### config.mk
export PLATFORM = sky130hd
export DESIGN_NAME = keypad_scanner
export DESIGN_NICKNAME = d
export VERILOG_FILES = /design/src/rtl/keypad_scanner.sv
export SDC_FILE = /design/constraint.sdc
export NUM_CORES = 1
export LEC_CHECK = 0
export ABC_AREA = 0
export BUFFER_PORTS_ARGS = -buffer_cell sky130_fd_sc_hd__buf_2
export CORE_ASPECT_RATIO = 1.5
export CORE_MARGIN = 2
export CORE_UTILIZATION = 23
export DETAILED_ROUTE_END_ITERATION = 16
export SYNTH_ARGS = -nofsm -noshare
export SYNTH_HDL_FRONTEND = slang
export SYNTH_SLANG_ARGS = --single-unit
export TNS_END_PERCENT = 50
### constraint.sdc
create_clock -name clk -period 2.5 [get_ports clk]
set_input_delay 0.25 -clock clk [delete_from_list [all_inputs] [get_ports clk]]
set_output_delay 0.25 -clock clk [all_outputs]
set_load 0.05 [all_outputs]
### src/rtl/keypad_scanner.sv
// 4-row x 3-column key matrix scanner. Drives one column low at a time,
// assembles a 12-bit frame and commits it once it is stable for DEBOUNCE_SCANS frames.
module keypad_scanner #(
    parameter int SCAN_DIV       = 50000,
    parameter int DEBOUNCE_SCANS = 4
) (
    input  logic        clk,
    input  logic        rst_n,
    input  logic [3:0]  row_in,
    output logic [2:0]  col_out,
    output logic [11:0] keystroke,
    output logic        key_changed
);

    localparam int DIV_W = $clog2(SCAN_DIV);
    localparam int MC_W  = $clog2(DEBOUNCE_SCANS + 1);
    localparam logic [DIV_W-1:0] DIV_LAST = DIV_W'(SCAN_DIV - 1);
    localparam logic [MC_W-1:0]  MC_MAX   = MC_W'(DEBOUNCE_SCANS);

    typedef enum logic [1:0] {
        COL0 = 2'd0,
        COL1 = 2'd1,
        COL2 = 2'd2
    } col_e;

    logic [DIV_W-1:0] r_div_cnt;
    col_e             r_col_idx;
    logic [2:0]       r_col_out;
    logic [11:0]      r_frame;
    logic [11:0]      r_candidate;
    logic [MC_W-1:0]  r_match_cnt;
    logic [11:0]      r_keystroke;
    logic             r_key_changed;

    logic             w_sample;
    logic             w_frame_end;
    col_e             w_col_next;
    logic [2:0]       w_col_drive;
    logic [11:0]      w_frame_next;
    logic [MC_W-1:0]  w_match_next;
    logic             w_commit;

    assign w_sample    = (r_div_cnt == DIV_LAST);
    assign w_frame_end = w_sample && (r_col_idx == COL2);

    // NOTE: every signal assigned in always_comb gets a default first, so no path leaves it holding state (no latch).
    always_comb begin
        w_frame_next = r_frame;
        w_col_next   = COL0;
        w_col_drive  = 3'b110;
        case (r_col_idx)
            COL0: begin
                w_frame_next[3:0] = ~row_in;
                w_col_next        = COL1;
                w_col_drive       = 3'b101;
            end
            COL1: begin
                w_frame_next[7:4] = ~row_in;
                w_col_next        = COL2;
                w_col_drive       = 3'b011;
            end
            default: begin
                w_frame_next[11:8] = ~row_in;
            end
        endcase
    end

    // Match count saturates so an indefinitely held pattern never re-commits.
    always_comb begin
        w_match_next = MC_W'(1);
        if (w_frame_next == r_candidate) begin
            w_match_next = (r_match_cnt >= MC_MAX) ? MC_MAX : r_match_cnt + MC_W'(1);
        end
    end

    assign w_commit = (w_match_next >= MC_MAX) && (w_frame_next != r_keystroke);

    // NOTE: sequential state uses non-blocking assignments so every register sees pre-edge values.
    always_ff @(posedge clk or negedge rst_n) begin
        if (!rst_n) begin
            r_div_cnt     <= '0;
            r_col_idx     <= COL0;
            r_col_out     <= 3'b110;
            r_frame       <= '0;
            r_candidate   <= '0;
            r_match_cnt   <= '0;
            r_keystroke   <= '0;
            r_key_changed <= 1'b0;
        end else begin
            r_key_changed <= 1'b0;
            if (w_sample) begin
                r_div_cnt <= '0;
                r_frame   <= w_frame_next;
                r_col_idx <= w_col_next;
                r_col_out <= w_col_drive;
                if (w_frame_end) begin
                    r_candidate <= w_frame_next;
                    r_match_cnt <= w_match_next;
                    if (w_commit) begin
                        r_keystroke   <= w_frame_next;
                        r_key_changed <= 1'b1;
                    end
                end
            end else begin
                r_div_cnt <= r_div_cnt + DIV_W'(1);
            end
        end
    end

    assign col_out     = r_col_out;
    assign keystroke   = r_keystroke;
    assign key_changed = r_key_changed;

endmodule
==> results of run 1 <==
repair_timing:
action	CTS	global route
hold buffers	1	0
hold endpoints to repair	59	0
setup buffers	0	0
pin swaps	0	3
resized for setup	1	11
setup endpoints to repair	1	12
path summary, 6_finish.rpt:
check / from / to / slack, ps / depth (start not counted)
max: r_div_cnt[0] / r_match_cnt[1] / 60 / 8
max reg2reg: r_div_cnt[0] / r_match_cnt[1] / 60 / 8
min: row_in[1] / r_frame[5] / 270 / 2
max in group asynchronous: rst_n / r_col_idx[1] / 1730 / 3
min in group asynchronous: rst_n / r_match_cnt[2] / 470 / 3
min reg2reg: r_frame[8] / r_frame[8] / 500 / 2
layer usage:
layer	wire length, µm	part of all wire
met1	3300	0.41
met2	4210	0.52
met3	327	0.040
met4	262	0.032
met5	0	0
placed cells by master, fill, tap and decap left out, types with 4 or more instances in the layout:
cell / n
nor2_1: 20
nand3_1: 6
buf_4: 21
o22ai_1: 5
mux2_2: 4
nor3_1: 7
clkbuf_16: 9
a21oi_1: 10
nand2_1: 55
nor2b_1: 5
buf_2: 21
xor2_1: 17
xnor2_1: 17
dfrtp_1: 58
inv_1: 17
o21ai_0: 26
mux2i_1: 6
nand4_1: 6
sequential cells by signal (all words and copies together), names as in the netlist:
name,flops
r_match_cnt,3
r_div_cnt,16
r_candidate,12
key_changed,1
r_frame,12
col_out,3
r_col_idx,2
keystroke,12
where the power goes:
group / switching, W / leakage, nW / internal [W] / total (W)
logic: 0.0000429 / 1.04 / 0.0000190 / 0.0000619
registers: 0 / 0.709 / 0.000988 / 0.000988
clock network: 0.000457 / 0.166 / 0.000977 / 0.00143
metrics by stage:
stage          area, µm²  setup TNS [ps]
2_1_floorplan       3180               0
4_1_cts             3950               0
6_report            3990               0
3_5_place_dp        3590               0
3_3_place_gp        3590               0
5_1_grt             3990           -44.3
layout make-up:
cell class | count | area (µm²)
flip-flops and latches | 61 | 1530
clock inverters | 7 | 124
fillers | 1400 | 9550
inverters | 17 | 63.8
multi-input cells | 236 | 1540
well taps | 162 | 203
repair buffers | 45 | 304
clock buffers | 9 | 225
logic make-up (layout without fill, tap and decap cells):
family                     after synthesis  count (layout)  share of synthesized area
xor gates and xnor gates                34              34                     0.0936
and+or+nand+nor                        124             124                      0.195
buffers and inverters                   33              78                     0.0480
AOI/OAI and AO/OA                       58              58                      0.109
adders and majority gates                3               3                     0.0118
muxes                                   17              17                     0.0621
DFF                                     61              61                      0.481
==> out/results.ini, run 1 <==
[run_status]
status = complete, no violations

[sta]
drv_slew = 0
relSlewSlack = 0.716
worst_pin_slew_ps = 421
setup_viol = 0
timing.fmax_ghz = 0.410
period_minus_slack_ps = 2440
grt_setup_unrepaired = true
hold_viol_final = 0
fin_crit_sh = 0.974
whs_ps = 267
setup_slack_ps = 63.9
skew_ps = 9.96

[routing]
drt_iter0_markers = 115
wl_per_cell_um = 15.1
drtPass1Iterations = 4
drc = 0
drtAntennaViolNets = 0
drt-total-wl_mm = 8.09
vias_per_cell = 4.70
vias = 2522

[setup_path]
path_cells = ha_2, and3_4, nand4_1, nor3_1, nand4_1, or3_4, or3b_2, o21ai_0
required_ps = 2750
cp_common_cell = nand4_1
startpoint_type = register
critical_path.max_fanout = 5
crit_type = reg -> reg
end_kind = register
crit_buf_inv = 0
path_delay_family = simple AND/OR/NAND/NOR gates
slowest_delay_ps = 460
slowest_stage = or3b_2
crit_arrival_ps = 2690

[floorplan]
ios = 22
initial_core_util = 0.235
die_h_um = 148
num_rows = 52
fp.coreArea_um2 = 13500
dieWidth_um = 100
dieArea_um2 = 14800

[cts]
clk_pin_slew_ps = 60
cts.sinks = 61
htreeDepth = 3
cts_tree = built
insertion_delay_ps = 330
numCtsBuffers = 9
clock-root-buffer = clkbuf_16
cts_max_path_buffers = 2

[power_and_ir_drop]
power.leakage_nw = 1.91
design_power_total_w = 0.00248
p_per_area_nw_per_um2 = 623
ir_drop_mv = 0.294

[grt]
grt_overflow = 0
grtUsageTotal = 0.117
grt_pass1_vias = 2717
met1_usage = 0.130
gr-usage-met3 = 0.0268
grt_start_max_net_pins = 62
grt_pass1_wl_mm = 13.5
busiest_layer = met2
grtUsageMet2 = 0.205
antenna_found_initial = 0

[layout]
syn2layout_area_growth_pct = 25.3
final_core_util = 0.295
drive_gt1_frac = 0.224
final_cells = 537
layout.nets = 379
antenna_cells = 0

[placed_design]
placedCellCount = 520
hpwl_mm = 5.88
pre_cts_slack_ps = 31.9
io_buffers = 21
gp_congestion = 0.872

[synth]
synth-edff-count = 0
synthCells = 330
netlist_area_um2 = 3180
yosysTopAreaCellShare = 0.464
ys_async_sr_fraction = 1.00
synthFlopType = dfrtp_1
yosysSeqAreaShare = 0.481
synthTopCellsByCount = dfrtp_1 (59), nand2_1 (56), o21ai_0 (26)
avgSynthCellArea_um2 = 9.64
yosysUniqueCellTypes = 48
synth-seq-cells = 61
syn_nets = 339
synth_largest_area_cell = dfrtp_1
synth.area.top_cells = dfrtp_1 (46%), nand2_1 (6.6%), xnor2_1 (4.7%)
yosysMostFrequentCell = dfrtp_1
yosys_warnings = 0

[worst_hold_path]
hold_class = in -> reg

[job]
drv_cap = 0

Note: power is estimated with default switching activity, not from simulation.
==> run 2, diff against run 1 <==
--- a/config.mk
+++ b/config.mk
@@ -11,6 +11,7 @@
 export CORE_MARGIN = 2
 export CORE_UTILIZATION = 23
 export DETAILED_ROUTE_END_ITERATION = 16
+export SETUP_SLACK_MARGIN = 0.5
 export SYNTH_ARGS = -nofsm -noshare
 export SYNTH_HDL_FRONTEND = slang
 export SYNTH_SLANG_ARGS = --single-unit
==> out/results.ini, run 2 (synthesis results as in run 1) <==
[layout]
seq_area_um2 = 1530
layout.nets = 409
largest_reg_flops = 16
drive_gt1_frac = 0.309
n_fill_cell = 1362
layout_common_cells = dfrtp_1 (57), nand2_1 (55), buf_4 (47)
final_core_util = 0.317
antenna_cells = 0
final_common_cell = dfrtp_1
regMostFlops = r_div_cnt
syn2layout_area_growth_pct = 34.6
multi_input_area_um2 = 1640

[worst_hold_path]
hold_class = in -> reg
holdPathEnd = r_frame[2]
hold_depth = 2
hp-start = row_in[2]

[setup_path]
required_ps = 2710
r2r-start = r_col_idx[1]
reg2reg_depth = 9
crit_type = reg -> reg
critical_path.max_fanout = 6
rrSetupSlack_ps = 70
end_kind = register
slowest_delay_ps = 550
path_cells = buf_12, nor2_4, buf_6, nor3b_4, a21oi_2, nand4_1, or4_4, nand2b_4, mux2_4
crit_arrival_ps = 2650
worst_r2r_endpoint = keystroke[8]
startpoint_type = register
slowest_stage = or4_4

[floorplan]
dieWidth_um = 100
initial_core_util = 0.235
ios = 22
die_h_um = 148
dieArea_um2 = 14800
num_rows = 52
fp.coreArea_um2 = 13500

[sta]
setup_tns_ps = 0
period_minus_slack_ps = 2430
hold_viol_final = 0
setup_viol = 0
timing.fmax_ghz = 0.411
fin_crit_sh = 0.973
grt_setup_unrepaired = true
relSlewSlack = 0.697
drv_slew = 0
skew_ps = 5.40
worst_pin_slew_ps = 454

[grt]
grt_start_max_net_pins = 24
grt_overflow = 0
grt_pass1_wl_mm = 13.9
grtUsageTotal = 0.121
grtUsageMet2 = 0.199
gr-usage-met3 = 0.0320
antenna_found_initial = 0
grt_pass1_vias = 2736
busiest_layer = met2
met1_usage = 0.138

[routing]
vias = 2686
wl_per_cell_um = 15.3
vias_per_cell = 4.75
drtAntennaViolNets = 0
drt-total-wl_mm = 8.68
drt_iter0_markers = 211
drtPass1Iterations = 4
drc = 0

[power_and_ir_drop]
pwr-share-comb = 0.029
p_switching_w = 0.000448
clockPowerShare = 0.521
p_int_w = 0.00175
ir_drop_mv = 0.218
p_sw_frac = 0.204
power.leakage_nw = 2.08
p_per_area_nw_per_um2 = 513
power_frac_seq = 0.450

[cts]
numCtsBuffers = 9
htreeDepth = 3
insertion_delay_ps = 330
cts.sinks = 61
cts_tree = built
clk_pin_slew_ps = 50
cts_max_path_buffers = 2
clock-root-buffer = clkbuf_16

[placed_design]
hpwl_mm = 5.92
gp_congestion = 0.905
io_buffers = 21

[run_status]
status = complete, no violations

[job]
drv_cap = 0

[run 2: changes by cell type in the layout (fill, tap and decap cells not counted), moves of 3 or more]
| cell | change |
|---|---|
| clkinv_4 | -3 |
| clkbuf_8 | +3 |
| bufinv_16 | -3 |
| buf_4 | +26 |
[run 2: power groups by stage]
stage | logic (W) | registers [W] | clock network (W)
after detailed placement | 0.0000605 | 0.00101 | 0
after global placement | 0.0000595 | 0.00101 | 0
final | 0.0000628 | 0.000989 | 0.00115
after CTS | 0.0000631 | 0.000989 | 0.00117
after global routing | 0.0000704 | 0.000988 | 0.00122
after floorplan | 0.0000201 | 0.00101 | 0
[run 2: metrics by stage]
step | hold slack, ps | power, W | cell area [µm²] | worst slack, ps | cells
floorplan | -45.6 | 0.00103 | 3180 | 32.6 | 330
global placement | 227 | 0.00106 | 3610 | 85.1 | 522
detailed placement | 231 | 0.00107 | 3610 | 47.0 | 522
CTS | 254 | 0.00222 | 4140 | 202 | 556
global route | 276 | 0.00228 | 4280 | 19.0 | 566
finish | 257 | 0.00220 | 4280 | 67.5 | 566
[run 2: how the worst max path moves through the flow]
stage	slack, ps	to	start	cells past startpoint
floorplan	30	keystroke[2]	r_div_cnt[0]	12
global placement	90	keystroke[8]	r_col_idx[1]	7
detailed placement	50	r_match_cnt[1]	r_div_cnt[0]	8
CTS	200	keystroke[9]	r_col_idx[1]	9
global route	20	keystroke[3]	r_col_idx[1]	9
finish	70	keystroke[8]	r_col_idx[1]	9
[run 2: worst max-delay path: cells and delay by family, from the launching register on]
family,cells,cell delay (ps)
compound gates,1,160
buf+inv,2,290
flops,1,450
mux,1,310
simple gates,5,1110
[run 2: cell type report]
class,count,share of cell area
clock inverters,1,0.00117
well taps,162,0.0473
inverters,17,0.0149
multi-input cells,236,0.382
clock buffers,14,0.0640
repair buffers,75,0.133
flip-flops and latches,61,0.357
[run 2: repair_timing]
action,in CTS,in global routing
hold buffers,1,0
resized for setup,23,15
setup endpoints to repair,27,42
setup buffers,17,10
endpoints found under the hold margin,16,0
pin swaps,4,7
cloned,1,0
[run 2: metal layers]
layer	up-vias	part of all wire
met2	75	0.52
met4	0	0.041
met5	-	0
met1	1312	0.40
li1	1266	-
met3	33	0.040
==> run 3, diff against run 2 <==
--- a/config.mk
+++ b/config.mk
@@ -10,7 +10,9 @@
 export CORE_ASPECT_RATIO = 1.5
 export CORE_MARGIN = 2
 export CORE_UTILIZATION = 23
+export CTS_BUF_LIST = sky130_fd_sc_hd__clkbuf_4 sky130_fd_sc_hd__clkbuf_8
 export DETAILED_ROUTE_END_ITERATION = 16
+export GPL_ROUTABILITY_DRIVEN = 0
 export SETUP_SLACK_MARGIN = 0.5
 export SYNTH_ARGS = -nofsm -noshare
 export SYNTH_HDL_FRONTEND = slang
==> constraint.sdc (replaced) <==
create_clock -name clk -period 2.5 [get_ports clk]
set_input_delay 0.25 -clock clk [delete_from_list [all_inputs] [get_ports clk]]
set_output_delay 0.25 -clock clk [all_outputs]
set_load 0.02 [all_outputs]
==> out/results.ini, run 3 (synthesis results as in run 1) <==
[run_status]
status = complete, no violations

[power_and_ir_drop]
ir_drop_mv = 0.157
pwr-share-comb = 0.034
p_sw_frac = 0.221
power.leakage_nw = 2.01
p_switching_w = 0.000414
p_int_w = 0.00146
p_per_area_nw_per_um2 = 453
clockPowerShare = 0.440
power_frac_seq = 0.527

[sta]
setup_tns_ps = 0
skew_ps = 7.53
worst_pin_slew_ps = 458
hold_viol_final = 0
relSlewSlack = 0.694
period_minus_slack_ps = 2350
setup_viol = 0
fin_crit_sh = 0.939
grt_setup_unrepaired = true
drv_slew = 0
setup_slack_ps = 153
timing.fmax_ghz = 0.426

[layout]
drive_gt1_frac = 0.307
largest_reg_flops = 16
syn2layout_area_growth_pct = 30.1
regMostFlops = r_div_cnt
layout.nets = 403
layout_common_cells = dfrtp_1 (56), nand2_1 (55), buf_4 (41)
antenna_cells = 0
final_common_cell = dfrtp_1

[cts]
clk_pin_slew_ps = 60
numCtsBuffers = 9
insertion_delay_ps = 350
cts.sinks = 61
cts_tree = built
clock-root-buffer = clkbuf_8
cts_max_path_buffers = 2
htreeDepth = 3

[worst_hold_path]
hold_class = in -> reg

[routing]
vias = 2656
drtPass1Iterations = 4
drtAntennaViolNets = 0
drt_iter0_markers = 142
wl_per_cell_um = 15.1
drt-total-wl_mm = 8.47
drc = 0
vias_per_cell = 4.74

[floorplan]
die_h_um = 148
initial_core_util = 0.235
fp.coreArea_um2 = 13500
num_rows = 52
dieWidth_um = 100
ios = 22
dieArea_um2 = 14800

[grt]
grt_pass1_wl_mm = 13.8
grt_overflow = 0
grt_start_max_net_pins = 24
grt_pass1_vias = 2703
antenna_found_initial = 0
grtUsageTotal = 0.121

[placed_design]
pre_cts_slack_ps = 47.0
hpwl_mm = 5.92
io_buffers = 21

[setup_path]
crit_arrival_ps = 2630
required_ps = 2780
slowest_stage = dfrtp_1
crit_type = reg -> reg
path_cells = ha_2, and3_4, nand4_1, nor3_1, nand4_1, buf_4, buf_4, buf_4, buf_4, nor4_1, and2_1
critical_path.max_fanout = 4
cp_common_cell = buf_4
startpoint_type = register
end_kind = register
slowest_delay_ps = 360

[job]
drv_cap = 0

-- run 3: per-layer routing --
metal / vias to the layer above / share of wire / track usage
met1: 1304 / 0.40 / 0.139
li1: 1253 / - / -
met4: 0 / 0.038 / 0.0630
met3: 28 / 0.045 / 0.0381
met2: 71 / 0.52 / 0.199
met5: - / 0 / 0
-- run 3: worst max-delay path: cells and delay by family, from the launching register on --
kind,cells,cell delay [ps]
buf+inv,4,530
fa+ha+maj,1,190
flops,1,360
simple gates,6,1220
-- run 3: stage by stage --
stage | total power, W | hold WS [ps] | utilization | instances | cell area [µm²]
global route | 0.00195 | 244 | 0.306 | 560 | 4140
floorplan | 0.00103 | -45.6 | - | 330 | 3180
global placement | 0.00106 | 227 | 0.267 | 522 | 3610
detailed placement | 0.00107 | 231 | 0.267 | 522 | 3610
CTS | 0.00190 | 220 | 0.296 | 552 | 4010
finish | 0.00188 | 237 | 0.306 | 560 | 4140
-- run 3: final cells by class --
class / instances / area (µm²)
Fill cell: 1391 / 9390
Multi-Input combinational cell: 236 / 1630
Sequential cell: 61 / 1530
Timing Repair Buffer: 69 / 526
Tap cell: 162 / 203
Clock buffer: 14 / 180
Inverter: 17 / 63.8
Clock inverter: 1 / 5.00
-- run 3: final timing paths --
check | start | to | slack [ps] | cells after the start
worst max register to register | r_div_cnt[1] | key_changed | 150 | 11
min in group asynchronous | rst_n | r_div_cnt[14] | 400 | 2
worst min-delay path | row_in[2] | r_frame[2] | 240 | 2
worst max-delay path | r_div_cnt[1] | key_changed | 150 | 11
worst min register to register | r_div_cnt[13] | r_div_cnt[13] | 500 | 1
max in group asynchronous | rst_n | r_col_idx[1] | 1400 | 3
-- run 3: repair_timing --
action	4_1_cts	5_1_grt
gates cloned	1	0
resized for setup	21	17
pin swaps	3	8
setup buffers	13	8
hold endpoints to repair	16	0
setup endpoints to repair	27	42
hold buffers	1	0
-- run 3: power groups by stage --
stage	registers (W)	clock network (W)	logic [W]
after floorplan	0.00101	0	0.0000201
after global placement	0.00101	0	0.0000595
after detailed placement	0.00101	0	0.0000605
after CTS	0.000987	0.000847	0.0000631
after global routing	0.000986	0.000897	0.0000704
final	0.000987	0.000825	0.0000632
